==> src/rtl/arb_pkg.sv <==
// rtl/arb_pkg.sv - shared FSM state type, mode constants and pointer helper for the arbiter
//
// Purpose : Holds the state encoding used by priority_arbiter_rr and the
//           RR_MODE values understood by priority_arbiter_rr and prio_pick.
// Contents: arb_state_e (ARB_IDLE, ARB_GRANT)
//           ARB_FIXED / ARB_RR mode constants
//           arb_wrap_inc() modulo-N increment used for the round-robin pointer
package arb_pkg;

  localparam int ARB_FIXED = 0;
  localparam int ARB_RR    = 1;

  typedef enum logic {
    ARB_IDLE  = 1'b0,
    ARB_GRANT = 1'b1
  } arb_state_e;

  // Increment with wrap at n; never yields a value >= n, so non-power-of-two
  // requester counts keep the pointer inside the valid range.
  function automatic int arb_wrap_inc(input int idx, input int n);
    if (idx + 1 >= n) begin
      return 0;
    end
    return idx + 1;
  endfunction

endpackage

==> src/rtl/prio_pick.sv <==
// rtl/prio_pick.sv - combinational winner search, fixed-priority or round-robin
//
// Purpose : Finds the winning request line.
//           RR_MODE == ARB_FIXED : highest set index of req wins, ptr ignored.
//           RR_MODE == ARB_RR    : search order ptr, ptr+1, ..., N_REQ-1, 0, ...,
//                                  ptr-1; first set bit wins.
// Ports   : req   in  [N_REQ-1:0]  request lines
//           ptr   in  [IDX_W-1:0]  round-robin start position (< N_REQ)
//           idx   out [IDX_W-1:0]  winning index, 0 when nothing is requested
//           found out              at least one request line is set
module prio_pick
  import arb_pkg::*;
#(
  parameter int N_REQ = 8,
  parameter int RR_MODE = ARB_RR,
  localparam int IDX_W = $clog2(N_REQ)
) (
  input  logic [N_REQ-1:0] req,
  input  logic [IDX_W-1:0] ptr,
  output logic [IDX_W-1:0] idx,
  output logic             found
);

  int               pos;
  logic [IDX_W-1:0] pos_idx;

  always_comb begin
    idx     = '0;
    found   = 1'b0;
    pos     = 0;
    pos_idx = '0;
    if (RR_MODE == ARB_RR) begin
      // Walk N_REQ positions starting at ptr; the first hit is latched by
      // 'found' so later positions cannot override it.
      for (int k = 0; k < N_REQ; k++) begin
        pos = int'(ptr) + k;
        if (pos >= N_REQ) begin
          pos = pos - N_REQ;
        end
        pos_idx = IDX_W'(pos);
        if (!found && req[pos_idx]) begin
          found = 1'b1;
          idx   = pos_idx;
        end
      end
    end else begin
      // Ascending scan: the last (highest) set bit overwrites earlier ones.
      for (int i = 0; i < N_REQ; i++) begin
        if (req[i]) begin
          found = 1'b1;
          idx   = IDX_W'(i);
        end
      end
    end
  end

endmodule

==> src/rtl/priority_arbiter_rr.sv <==
// rtl/priority_arbiter_rr.sv - registered grant arbiter, fixed priority or round-robin
//
// Purpose : Offers one registered grant at a time to N_REQ requesters. A
//           grant is held stable until accepted (grant_valid && grant_ready);
//           on acceptance a new winner is loaded from the same cycle's req so
//           continuous ready gives one grant per cycle.
// Ports   : clock        in              rising-edge clock
//           reset        in              synchronous active-low reset
//           req          in  [N_REQ-1:0] request lines
//           grant_ready  in              consumer accepts the offered grant
//           grant_valid  out             registered grant offered
//           grant_idx    out [IDX_W-1:0] binary index of granted requester
//           grant_onehot out [N_REQ-1:0] one-hot of grant_idx, 0 when idle
//           req_any      out             combinational OR of req
module priority_arbiter_rr
  import arb_pkg::*;
#(
  parameter int N_REQ = 8,
  parameter int RR_MODE = ARB_RR,
  localparam int IDX_W = $clog2(N_REQ)
) (
  input  logic             clock,
  input  logic             reset,
  input  logic [N_REQ-1:0] req,
  input  logic             grant_ready,
  output logic             grant_valid,
  output logic [IDX_W-1:0] grant_idx,
  output logic [N_REQ-1:0] grant_onehot,
  output logic             req_any
);

  arb_state_e       state;
  logic [IDX_W-1:0] ptr;
  logic [IDX_W-1:0] ptr_next;
  logic [IDX_W-1:0] pick_ptr;
  logic [IDX_W-1:0] pick_idx;
  logic             pick_found;
  logic             accept;

  assign req_any = |req;

  // grant_valid is only high in ARB_GRANT, so ready is ignored while idle.
  assign accept = (state == ARB_GRANT) && grant_ready;

  // Fixed mode keeps the pointer parked at zero.
  assign ptr_next = (RR_MODE == ARB_RR) ? IDX_W'(arb_wrap_inc(int'(grant_idx), N_REQ))
                                        : '0;

  // The back-to-back winner must be searched from the post-acceptance pointer,
  // otherwise the requester just served could win again immediately.
  assign pick_ptr = accept ? ptr_next : ptr;

  prio_pick #(
    .N_REQ  (N_REQ),
    .RR_MODE(RR_MODE)
  ) u_pick (
    .req  (req),
    .ptr  (pick_ptr),
    .idx  (pick_idx),
    .found(pick_found)
  );

  always_ff @(posedge clock) begin
    if (!reset) begin
      state        <= ARB_IDLE;
      grant_valid  <= 1'b0;
      grant_idx    <= '0;
      grant_onehot <= '0;
      ptr          <= '0;
    end else begin
      case (state)
        ARB_IDLE: begin
          if (pick_found) begin
            state        <= ARB_GRANT;
            grant_valid  <= 1'b1;
            grant_idx    <= pick_idx;
            grant_onehot <= N_REQ'(1) << pick_idx;
          end
        end
        ARB_GRANT: begin
          if (grant_ready) begin
            ptr <= ptr_next;
            if (pick_found) begin
              grant_idx    <= pick_idx;
              grant_onehot <= N_REQ'(1) << pick_idx;
            end else begin
              state        <= ARB_IDLE;
              grant_valid  <= 1'b0;
              grant_idx    <= '0;
              grant_onehot <= '0;
            end
          end
        end
        default: begin
          state        <= ARB_IDLE;
          grant_valid  <= 1'b0;
          grant_idx    <= '0;
          grant_onehot <= '0;
        end
      endcase
    end
  end

endmodule

==> config.mk <==
export PLATFORM = sky130hd
export DESIGN_NAME = priority_arbiter_rr
export DESIGN_NICKNAME = d
export VERILOG_FILES = /design/src/rtl/arb_pkg.sv /design/src/rtl/prio_pick.sv /design/src/rtl/priority_arbiter_rr.sv
export SDC_FILE = /design/constraint.sdc
export NUM_CORES = 1
export LEC_CHECK = 0
export BUFFER_PORTS_ARGS = -buffer_cell sky130_fd_sc_hd__buf_4
export CORE_UTILIZATION = 60
export CTS_CLUSTER_SIZE = 20
export DETAILED_ROUTE_END_ITERATION = 6
export PLACE_DENSITY = 0.88
export SLEW_MARGIN = 40
export SYNTH_ARGS = -nofsm -noshare
export SYNTH_HDL_FRONTEND = slang
export SYNTH_SLANG_ARGS = --single-unit
==> constraint.sdc <==
create_clock -name clock -period 6.8 [get_ports clock]
set_input_delay 0.68 -clock clock [delete_from_list [all_inputs] [get_ports clock]]
set_output_delay 0.68 -clock clock [all_outputs]
set_load 0.02 [all_outputs]
=== Yosys cells after proc, flatten, opt, wreduce, memory -nomap -nowiden ===
Index checks and enable logic that the tools add are counted.

* Register bits: 16
* Word-level logic and storage cells: 120
* Input port bits: 11
* Output and inout bits: 13

* Bitwise logic cells: 1
* Shifts and indexed selects: 1
* Mux-type cells: 58
* Reductions and logical operators: 19
* Eq/ne operators: 3
* Add/subtract/negate cells: 16
* $lt $le $gt $ge: 17

{| class="wikitable"
|+ Operator list
! cell !! count
|-
| $mux 3 || 21
|-
| $ge 4x4->1 const B || 8
|-
| $lt 3x4->1 const B || 8
|-
| $bmux 1 s3 || 8
|-
| $mux 8 || 3
|-
| $sub 3x1->3 const B || 8
|-
| $mux 1 || 22
|-
| $add 3x3->4 const B || 4
|-
| $pmux 8 s2 || 1
|-
| $add 3x1->4 const B || 2
|-
| $add 3x2->4 const B || 2
|-
| $logic_and 1x1->1 || 8
|-
| $reduce_or 8->1 || 1
|-
| $shl 1x3->8 const A || 1
|-
| $logic_not 1->1 || 7
|-
| $ne 2x2->1 const B || 3
|-
| $pmux 3 s2 || 1
|-
| $ge 3x4->1 const B || 1
|-
| $pmux 1 s2 || 2
|-
| $reduce_and 2->1 || 2
|-
| $reduce_and 3->1 || 1
|-
| $not 1->1 || 1
|}

=== Logic depth before layout (Yosys ltp) ===
Gate-level depths: netlist of the first run.

* Depth in word-level cells: 35
* Depth in mapped cells: 17
* Mapped depth without buffers: 14

=== Modules after synthesis ===
A second synthesis of the first run with hierarchy kept.

* Cell total of the unflattened synthesis: 185
* Area, all modules: 1746.7 µm²

{| class="wikitable"
|+ By module, submodules not included
! module !! area an instance (µm²) !! cells each !! instances !! seq. area each (µm²)
|-
| prio_pick || 1062.3 || 115 || 1 || 0.0
|-
| priority_arbiter_rr || 684.4 || 70 || 1 || 320.3
|}

=== Worst setup path after synthesis of the first run ===
OpenSTA, ideal clock, no wires.

* Path type: input to register
* Start: input grant_ready
* End: register grant_onehot[4]
* Library setup time: 117 ps
* Path slack: 2935 ps
* Data required time: 6683 ps
* Buffers on the path: 4
* Arrival: 3748 ps
* Cell stages on the path: 17
* Cell sequence: buf_6 and3_1 buf_2 nor2_1 buf_4 ha_1 clkbuf_1 mux2i_1 nor3_1 nor3_1 o211ai_1 a211oi_4 a22oi_2 a32oi_1 o221ai_2 and2b_1 a22o_1

* Longest elaborated chain between the ends: 32
* Elaborated cells between the ends (all ways): 87
* Classes of those cells: add/sub (15); order compare (8); eq/ne (2); shift (1); mux (45); reduce/logical (16)

{| class="wikitable"
|+ Ends and longest elaborated chain
! element !! RTL line !! RTL
|-
| from (decl) || priority_arbiter_rr.sv:25 || <nowiki>input logic grant_ready,</nowiki>
|-
| branches (longest 32 deep; another with $add 3x1->4) || -- ||
|-
| to (signal assigned) || priority_arbiter_rr.sv:77 || <nowiki>grant_onehot <= N_REQ'(1) << pick_idx;</nowiki>
|-
| to (signal assigned) || priority_arbiter_rr.sv:85 || <nowiki>grant_onehot <= N_REQ'(1) << pick_idx;</nowiki>
|-
| to (decl) || priority_arbiter_rr.sv:28 || <nowiki>output logic [N_REQ-1:0] grant_onehot,</nowiki>
|}

Several ways; the timed one is not identified. The select of a mux whose other input is x is not followed.
A chain may end at the register's enable or synchronous reset.

=== Worst setup path in the final report of the first run ===
* Start: register grant_idx[0]
* End: register grant_onehot[6]

* Longest elaborated chain between the ends: 35
* Elaborated cells between the ends (all ways): 89
* Classes of those cells: add/sub (16); order compare (9); eq/ne (1); shift (1); mux (47); reduce/logical (15)

{| class="wikitable"
|+ Ends and longest elaborated chain
! element !! RTL line !! RTL
|-
| from (decl) || priority_arbiter_rr.sv:27 || <nowiki>output logic [IDX_W-1:0] grant_idx,</nowiki>
|-
| from (signal assigned) || priority_arbiter_rr.sv:76 || <nowiki>grant_idx <= pick_idx;</nowiki>
|-
| from (signal assigned) || priority_arbiter_rr.sv:84 || <nowiki>grant_idx <= pick_idx;</nowiki>
|-
| $add 3x1->4 (*) || arb_pkg.sv:24 || <nowiki>return idx + 1;</nowiki>
|-
| $ge 4x4->1 || arb_pkg.sv:21 || <nowiki>if (idx + 1 >= n) begin</nowiki>
|-
| $mux 1 || arb_pkg.sv:21 ||
|-
| $mux 3 (*) || arb_pkg.sv:24 ||
|-
| via ptr_next[1] || priority_arbiter_rr.sv:34 || <nowiki>logic [IDX_W-1:0] ptr_next;</nowiki>
|-
| $mux 3 (*) || priority_arbiter_rr.sv:51 || <nowiki>assign pick_ptr = accept ? ptr_next : ptr;</nowiki>
|-
| branches (longest 30 deep; another with $add 3x1->4) || -- ||
|}

Mark *: on every way through the listed nets, which the timed path passes. The select of a mux whose other input is x is not followed.

==> metrics, run 1 <==
Rel. slew slack=53.3%; Final Slew Violations=0; Detailed Route WL=4620 um; Power Density=310 nW/um^2; final hold vios=0; worst stage delay on the critical path=0.48 ns; Reg clk slew, reported paths=0.09 ns; vias per cell=6.96; Detail Placement HPWL=3510 um; Crit Path Max Fanout=12; Final min period=4.23 ns; Worst Path Arrival=4.42 ns; Starting Density=63.2%; Fillers=221; htree depth=1; Root Buffer=clkbuf_4; die area=3100 sq um; Layout area overhead=12.0%; core area=2730 sq um; Post-CTS Repair Setup Buffers=0; Setup CP Type=flip-flop to flip-flop; routability cong.=0.994; CP Cell Sequence=ha_1, and3_1, nor2_2, ha_1, nand2b_1, a211oi_1, nor3_1, o211ai_1, a211oi_4, a21oi_1, nor2_1, a311o_1, nor2b_1, a22o_1; most frequent cells in the layout=nand2_1, buf_4, dfxtp_1; per-cell routed wire length=17.3 um; clock skew=0.00307 ns; Post-Syn Area=1730 sq um; Slew @ Worst Pin=0.699 ns; Largest delay share family, worst path=compound AO/OA/AOI/OAI gates; Post-synth EDFFs=0; I/O Pins=24; Final setup viols=0; Max Freq=236 MHz; Mean Syn Cell Area=7.99 sq um; clock tree buffer depth=2; sequential element share of the synthesized area=18.6%; largest net degree at the start of global routing=14; CP Data Required Time=6.99 ns; nets=251; most common cell after layout, fill and taps aside=nand2_1; drc violations=0; RSZ-0062 raised after global routing=false; Top cell by count, worst path=ha_1; Pwr Total=0.600 mW; I/O Buffers=23; TritonCTS Buffers=3; GRT Overall Usage=32.1%; Mapped Nets=230; global route overflow=0; startpoint class of the critical path=flip-flop; Synth cell types=64; Post-Route Utilization=70.7%; # clock sinks=16; DRT iter0 DRCs=98; Crit. End Element=flip-flop; row count=19; Worst Hold Class=flip-flop to flip-flop; VDD IR max=0.262 mV; synth warn=0; Buffers & Inverters on Critical Path=0; Hold WS=0.463 ns; max-cap check violation count=0; Resized Gates After CTS=0; final setup TNS=0 ns; Post-Synthesis Cells=216; Antenna diodes=0; Die Wd=55.6 um; layout cells sized above 1=22.5%; Die H=55.6 um; CTS tree=done; Post-DRT Antenna Nets=0; vias in the first global route=1711; clock latency on the worst-skew pair=0.29 ns; slowest CP cell=nor2_2; Leak=0.798 nW; Pre-antenna DRT Iters=5; FF+latch count, synth=16; Synth Flop Type=dfxtp_1; Async S/R FF share, synth=0%; Period Utilization, post-route=62.2%; status=finished, final reports clean; first-pass GRT wire length=7950 um; # hold bufs at CTS=0; initial antenna violation count=0; via count=1857
-- stage by stage --
stage                     setup slack, ns  area [sq um]  instances
after floorplan                      2.94          1730        216
after global placement               2.44          1890        263
after detailed placement             2.30          1890        263
after CTS                            2.38          1930        267
after global routing                 2.29          1930        267
final                                2.57          1930        267
-- worst register-to-register path: cells and delay by family (launching register included) --
| kind | cells | cell delay (ns) |
|---|---|---|
| AOI/OAI and AO/OA | 6 | 1.57 |
| and+or+nand+nor | 6 | 1.29 |
| adders and majority gates | 2 | 0.80 |
| DFF | 1 | 0.46 |
-- final timing paths --
| path | startpoint | end | slack (ns) | cells after the start |
|---|---|---|---|---|
| setup reg to reg | grant_idx[0] | grant_onehot[6] | 2.57 | 14 |
| setup / recovery | grant_idx[0] | grant_onehot[6] | 2.57 | 14 |
| hold reg to reg | grant_onehot[1] | grant_onehot[1] | 0.46 | 2 |
| hold / removal | grant_onehot[1] | grant_onehot[1] | 0.46 | 2 |
-- flip-flops by register name, summed over array words and instances, names as in the netlist --
name,cells
grant_valid,1
grant_idx,3
state,1
ptr,3
grant_onehot,8
-- kinds of logic (layout without fill, tap and decap cells) --
kind of cell / Yosys count / in the layout / share of synthesized area (%)
xor+xnor: 1 / 1 / 0.507
flops: 16 / 16 / 18.6
buf+inv: 13 / 33 / 3.98
compound gates: 69 / 69 / 32.4
simple gates: 101 / 101 / 31.2
fa+ha+maj: 3 / 3 / 2.17
mux: 13 / 13 / 11.2
-- Yosys cell counts, drive strengths merged (2+ instances only) --
master	count	area share [%]
nor2	14	4.0
nand2b	6	2.2
o211ai	5	2.2
dfxtp	16	19
a21bo	2	1.2
nand4	3	1.1
a22oi	3	1.6
nand3	7	2.0
o32ai	2	3.2
or2	4	1.6
and3	3	1.4
nand2	33	7.2
a32oi	2	1.0
a22o	4	2.0
o22ai	3	1.1
nor3b	4	1.7
nor4	3	1.1
o21a	2	0.87
o221ai	3	1.9
nor3	8	2.3
a211oi	3	2.0
a21oi	12	3.5
a31oi	2	0.72
a21boi	5	2.4
inv	6	1.4
buf	6	2.3
mux2i	8	4.6
mux4	5	6.5
ha	3	2.2
and2	8	2.9
o21ai	12	3.9
o211a	2	1.2
-- final cells by class --
class                      instances  area [sq um]  share of cell area (%)
multi-input combinational        187          1340                    69.3
sequential                        16           320                    16.6
timing repair buffer              23           173                    8.93
tap                               31          38.8                    2.01
clock buffer                       4          36.3                    1.88
inverter                           6          25.0                    1.29
-- metal layers --
metal / track usage, % / up-vias / part of all wire (%)
met3: 5.12 / 14 / 10
met2: 50.6 / 105 / 47
met4: 13.9 / 0 / 2.7
met5: 0 / - / 0
met1: 43.6 / 865 / 41
li1: - / 873 / -
-- report_power, final --
group	switching, mW	total [mW]	leakage [nW]	internal [mW]
Clock	0.0298	0.0625	0.0210	0.0327
Sequential	0.0151	0.127	0.131	0.112
Combinational	0.244	0.410	0.646	0.166
(Power assumes the default switching activity.)
==> inputs of run 2 (changes only) <==
--- a/config.mk
+++ b/config.mk
@@ -6,10 +6,10 @@
 export NUM_CORES = 1
 export LEC_CHECK = 0
 export BUFFER_PORTS_ARGS = -buffer_cell sky130_fd_sc_hd__buf_4
-export CORE_UTILIZATION = 60
+export CORE_UTILIZATION = 52
 export CTS_CLUSTER_SIZE = 20
 export DETAILED_ROUTE_END_ITERATION = 6
-export PLACE_DENSITY = 0.88
+export PLACE_DENSITY = 0.81
 export SLEW_MARGIN = 40
 export SYNTH_ARGS = -nofsm -noshare
 export SYNTH_HDL_FRONTEND = slang
==> constraint.sdc (replaced) <==
create_clock -name clock -period 3.5 [get_ports clock]
set_input_delay 0.35 -clock clock [delete_from_list [all_inputs] [get_ports clock]]
set_output_delay 0.35 -clock clock [all_outputs]
set_load 0.02 [all_outputs]
==> run 2 against run 1 <==
  * First-iteration DRC count is 20% higher
  * Design area rose by 11%
  * Core utilization down 1.4 points
  * Wire length grew 6.2%
  * Total power is 110% higher
  * Sequential power increased by 97%
  * Final cell count up 9.7%
  * Clock power is 100% higher
  * Sequential share of layout area is 1.4 points lower
  * Critical path depth shrank 1
  * Die area is 15% higher
  * Non-clock buffer count up 13
  * Critical path type unchanged
  * Critical endpoint unchanged
  * Highest routed layer unchanged
==> metrics, run 2 (synthesis results as in run 1) <==
status=finished, final reports clean; Starting Density=55.6%; Die Wd=59.6 um; flip-flop count of the largest register after layout=8; reg2reg setup slack=0.08 ns; hold path depth=2; core area=3100 sq um; vias in the first global route=1631; Period Utilization, post-route=97.6%; Post-DRT Antenna Nets=0; TritonCTS Buffers=3; htree depth=1; Largest regs=grant_onehot: 8 flops, grant_idx: 3 flops, ptr: 3 flops; Pre-antenna DRT Iters=5; CP Data Required Time=3.70 ns; largest net degree at the start of global routing=12; drc violations=0; Die H=59.6 um; die area=3560 sq um; vias per cell=6.32; Post-Route Utilization=69.3%; startpoint class of the critical path=flip-flop; Max Freq=293 MHz; I/O Buffers=23; VDD IR max=0.383 mV; placed instance count=287; Final min period=3.42 ns; Crit. End Element=flip-flop; FF+latch area=327 sq um; area of the multi-input gates=1430 sq um; Final Slew Violations=0; clock latency on the worst-skew pair=0.30 ns; Crit Path Max Fanout=9; final setup TNS=0 ns; CTS tree=done; launch point of the worst reg-to-reg path=grant_idx[0]; GRT Overall Usage=27.8%; via count=1853; Top reg by flops=grant_onehot; Setup CP Type=flip-flop to flip-flop; initial antenna violation count=0; most common cell after layout, fill and taps aside=buf_4; nets=264; Worst Hold Class=input port to flip-flop; per-cell routed wire length=16.7 um; routability cong.=0.922; fin cells=293; Worst R2R Path Depth=13; Layout area overhead=24.5%; Worst Path Arrival=3.62 ns; global route overflow=0; Detailed Route WL=4900 um; layout cells sized above 1=32.9%; Final setup viols=0; Hold Path Sink=grant_valid; max-cap check violation count=0; first-pass GRT wire length=7530 um; Power Density=591 nW/um^2; origin of the worst min-delay path=reset; # clock sinks=16; final hold vios=0; Root Buffer=clkbuf_4; Slew @ Worst Pin=0.610 ns; Fillers=253; I/O Pins=24; Leak=0.869 nW; most frequent cells in the layout=buf_4, nand2_1, dfxtp_1; Reg clk slew, reported paths=0.09 ns; clock tree buffer depth=2; DRT iter0 DRCs=118; Worst R2R End=grant_onehot[6]; Antenna diodes=0; row count=20; clock skew=0.000664 ns; Detail Placement HPWL=3630 um; Rel. slew slack=58.9%
[run 2: changes by cell type in the layout (fill, tap and decap cells not counted), sizes merged]
cell and delta:
buf +13
[run 2: timing repair]
| item | CTS | global route |
|---|---|---|
| hold endpoints to repair | 0 | 0 |
| endpoints found under the setup margin | 0 | 11 |
| buffers inserted | 0 | 2 |
| hold buffers | 0 | 0 |
| gates resized for setup | 0 | 18 |
[run 2: final cells by class]
type                            count  share of cell area, %
Inverter                            6                   1.16
Tap cell                           44                   2.56
Multi-Input combinational cell    187                   66.5
Sequential cell                    16                   15.2
Timing Repair Buffer               36                   12.9
Clock buffer                        4                   1.69
[run 2: per-stage QoR]
stage          hold WS (ns)  cell area [sq um]  setup WS [ns]  power (mW)
6_report              0.339               2150         0.0830        1.27
5_1_grt               0.334               2150        -0.0417        1.36
4_1_cts               0.335               2050       0.000493        1.18
3_5_place_dp          0.444               2020         0.0128        1.06
3_3_place_gp          0.440               2020         0.0551        1.05
2_1_floorplan         0.497               1770         0.0146       0.865
[run 2: power by group]
part	switching (mW)	leakage (nW)	total [mW]	internal [mW]
Clock	0.0615	0.0210	0.125	0.0636
Combinational	0.505	0.716	0.897	0.392
Sequential	0.0298	0.132	0.250	0.220
Total	0.596	0.869	1.27	0.675
[run 2: layer usage]
metal / global-route usage [%] / routed length [um] / part of all wire, % / vias up
li1: - / - / - / 896
met1: 39.2 / 2200 / 45 / 874
met2: 45.7 / 2310 / 47 / 70
met3: 1.75 / 254 / 5.2 / 13
met4: 7.64 / 128 / 2.6 / 0
met5: 0 / 0 / 0 / -
[run 2: how the worst max path moves through the flow]
stage	start	endpoint	slack [ns]
2_1_floorplan	grant_idx[0]	grant_onehot[4]	0.01
3_5_place_dp	grant_idx[0]	grant_onehot[6]	0.01
4_1_cts	grant_idx[0]	grant_onehot[6]	0.0005
3_3_place_gp	grant_ready	grant_onehot[6]	0.06
6_report	grant_idx[0]	grant_onehot[6]	0.08
5_1_grt	grant_idx[0]	grant_onehot[6]	-0.04
[run 2: critical path, stage by stage, from the launching register on]
cell     delay [ns]
dfxtp_4        0.38
ha_4           0.27
and3_4         0.19
nor2_4         0.05
ha_4           0.32
mux2i_1        0.26
nor3_2         0.09
or2_2          0.35
mux2i_1        0.23
mux2i_1        0.28
o21ai_0        0.12
a311o_1        0.39
nor2b_1        0.17
a22o_1         0.21
==> inputs of run 3 (changes only) <==
--- a/config.mk
+++ b/config.mk
@@ -6,10 +6,10 @@
 export NUM_CORES = 1
 export LEC_CHECK = 0
 export BUFFER_PORTS_ARGS = -buffer_cell sky130_fd_sc_hd__buf_4
-export CORE_UTILIZATION = 52
+export CORE_UTILIZATION = 50
 export CTS_CLUSTER_SIZE = 20
 export DETAILED_ROUTE_END_ITERATION = 6
-export PLACE_DENSITY = 0.81
+export PLACE_DENSITY_LB_ADDON = 0.3
 export SLEW_MARGIN = 40
 export SYNTH_ARGS = -nofsm -noshare
 export SYNTH_HDL_FRONTEND = slang
==> run 3 against run 2 <==
  * Core utilization down 1.7 points
  * Die area rose by 3.9%
  * Global-route usage fell by 0.19 points
  * Sequential power about the same
  * Final cell count fell by 0.34%
  * Count of clock-buffer cells in the layout fell by 1
  * First-iteration DRC count is 19% higher
  * Clock skew grew 0.0046 ns
==> metrics, run 3 (synthesis results as in run 1) <==
status=finished, final reports clean; clock skew=0.00522 ns; reg2reg setup slack=0.12 ns; Setup CP Type=flip-flop to flip-flop; Detailed Route WL=4760 um; CP Cell Sequence=ha_4, and3_4, nor2_4, ha_4, mux2i_2, nor3_2, or2_2, mux2i_1, mux2i_1, o22ai_1, a311o_1, buf_4, nand2b_1, o21ai_1; Reg clk slew, reported paths=0.09 ns; # clock sinks=16; Starting Density=54.8%; htree depth=1; layout cells sized above 1=33.5%; Top reg by flops=grant_onehot; Slew @ Worst Pin=0.594 ns; first-pass GRT wire length=7650 um; Final setup viols=0; final setup TNS=0 ns; Post-DRT Antenna Nets=0; TritonCTS Buffers=3; Leak=0.858 nW; Pre-antenna DRT Iters=4; final hold vios=0; Met2 Routed Length=2330 um; global route overflow=0; DRT iter0 DRCs=141; Final min period=3.38 ns; I/O Pins=24; Rel. slew slack=60.0%; Crit Path Max Fanout=7; row count=20; CP Data Required Time=3.72 ns; vias per cell=6.25; routability cong.=0.926; Die Wd=60.8 um; origin of the worst min-delay path=reset; most common cell after layout, fill and taps aside=buf_4; Worst Path Arrival=3.60 ns; M1 WL=2140 um; Pwr Total=1.24 mW; max-cap check violation count=0; via count=1826; Final Slew Violations=0; Layout area overhead=23.4%; Antenna diodes=0; Fillers=287; startpoint class of the critical path=flip-flop; die area=3690 sq um; per-cell routed wire length=16.3 um; slowest CP cell=dfxtp_4; drc violations=0; VDD IR max=0.223 mV; initial antenna violation count=0; worst stage delay on the critical path=0.38 ns; Largest regs=grant_onehot: 8 flops, grant_idx: 3 flops, ptr: 3 flops; met3 WL=230 um; DR top layer=met4; flip-flop count of the largest register after layout=8; post-route cell area=2130 sq um; clock tree buffer depth=2; nets=264; Worst R2R Path Depth=14; I/O Buffers=23; # hold bufs at CTS=0; launch point of the worst reg-to-reg path=grant_idx[0]; clock latency on the worst-skew pair=0.28 ns; Worst Hold Class=input port to flip-flop; Period Utilization, post-route=96.6%; Detail Placement HPWL=3790 um; Power Density=581 nW/um^2; most frequent cells in the layout=buf_4, nand2_1, dfxtp_1; Worst R2R End=grant_onehot[0]; Placed Area=2020 sq um; CTS tree=done; Crit. End Element=flip-flop; Max Freq=296 MHz; vias in the first global route=1641; hold path depth=2; GRT Overall Usage=27.6%; Hold Path Sink=grant_valid; Hold WS=0.352 ns; core area=3150 sq um; Root Buffer=clkbuf_4; largest net degree at the start of global routing=12; Die H=60.8 um
## run 3: cell count changes in the layout (fill, tap and decap cells not counted), sizes merged
cell / previous run / this run
clkbuf: 4 / 3
## run 3: worst max path at each step
stage                 start               to  slack [ns]
2_1_floorplan  grant_idx[0]  grant_onehot[4]        0.01
3_3_place_gp    grant_ready  grant_onehot[6]        0.06
3_5_place_dp   grant_idx[0]  grant_onehot[6]       -0.02
4_1_cts        grant_idx[0]  grant_onehot[6]        0.04
5_1_grt        grant_idx[0]  grant_onehot[4]       -0.06
6_report       grant_idx[0]  grant_onehot[0]        0.12
## run 3: critical path: cells and delay by family (launching register included)
family	cells	cell delay, ns
and+or+nand+nor	5	0.83
muxes	3	0.76
adders and majority gates	2	0.59
AOI/OAI and AO/OA	3	0.59
DFF	1	0.38
buffers and inverters	1	0.16
## run 3: metal layers
layer,global-route usage [%],vias to the layer above
li1,-,889
met1,38.2,874
met2,45.5,57
met3,4.26,6
met4,5.84,0
met5,0,-
## run 3: power by group
part | internal [mW] | switching [mW]
clock | 0.0400 | 0.0535
combinational | 0.396 | 0.500
sequential | 0.220 | 0.0293
total | 0.656 | 0.583
## run 3: metrics by stage
step | instances | util (%) | setup WS (ns)
2_1_floorplan | 216 | - | 0.0146
3_3_place_gp | 288 | 64.2 | 0.0644
3_5_place_dp | 288 | 64.2 | -0.0215
4_1_cts | 291 | 65.2 | 0.0370
5_1_grt | 292 | 67.6 | -0.0572
6_report | 292 | 67.6 | 0.119
## run 3: layout make-up
class / instances / area (sq um) / area share [%]
clock buffers: 3 / 22.5 / 1.06
inverters: 6 / 25.0 / 1.17
multi-input cells: 187 / 1430 / 67.2
flip-flops and latches: 16 / 327 / 15.3
well taps: 44 / 55.1 / 2.58
repair buffers: 36 / 270 / 12.7
## run 3: repair_timing
action                     4_1_cts  5_1_grt
setup endpoints to repair        2       11
buffers inserted                 0        1
resized for setup                3       14
pin swaps                        0       11
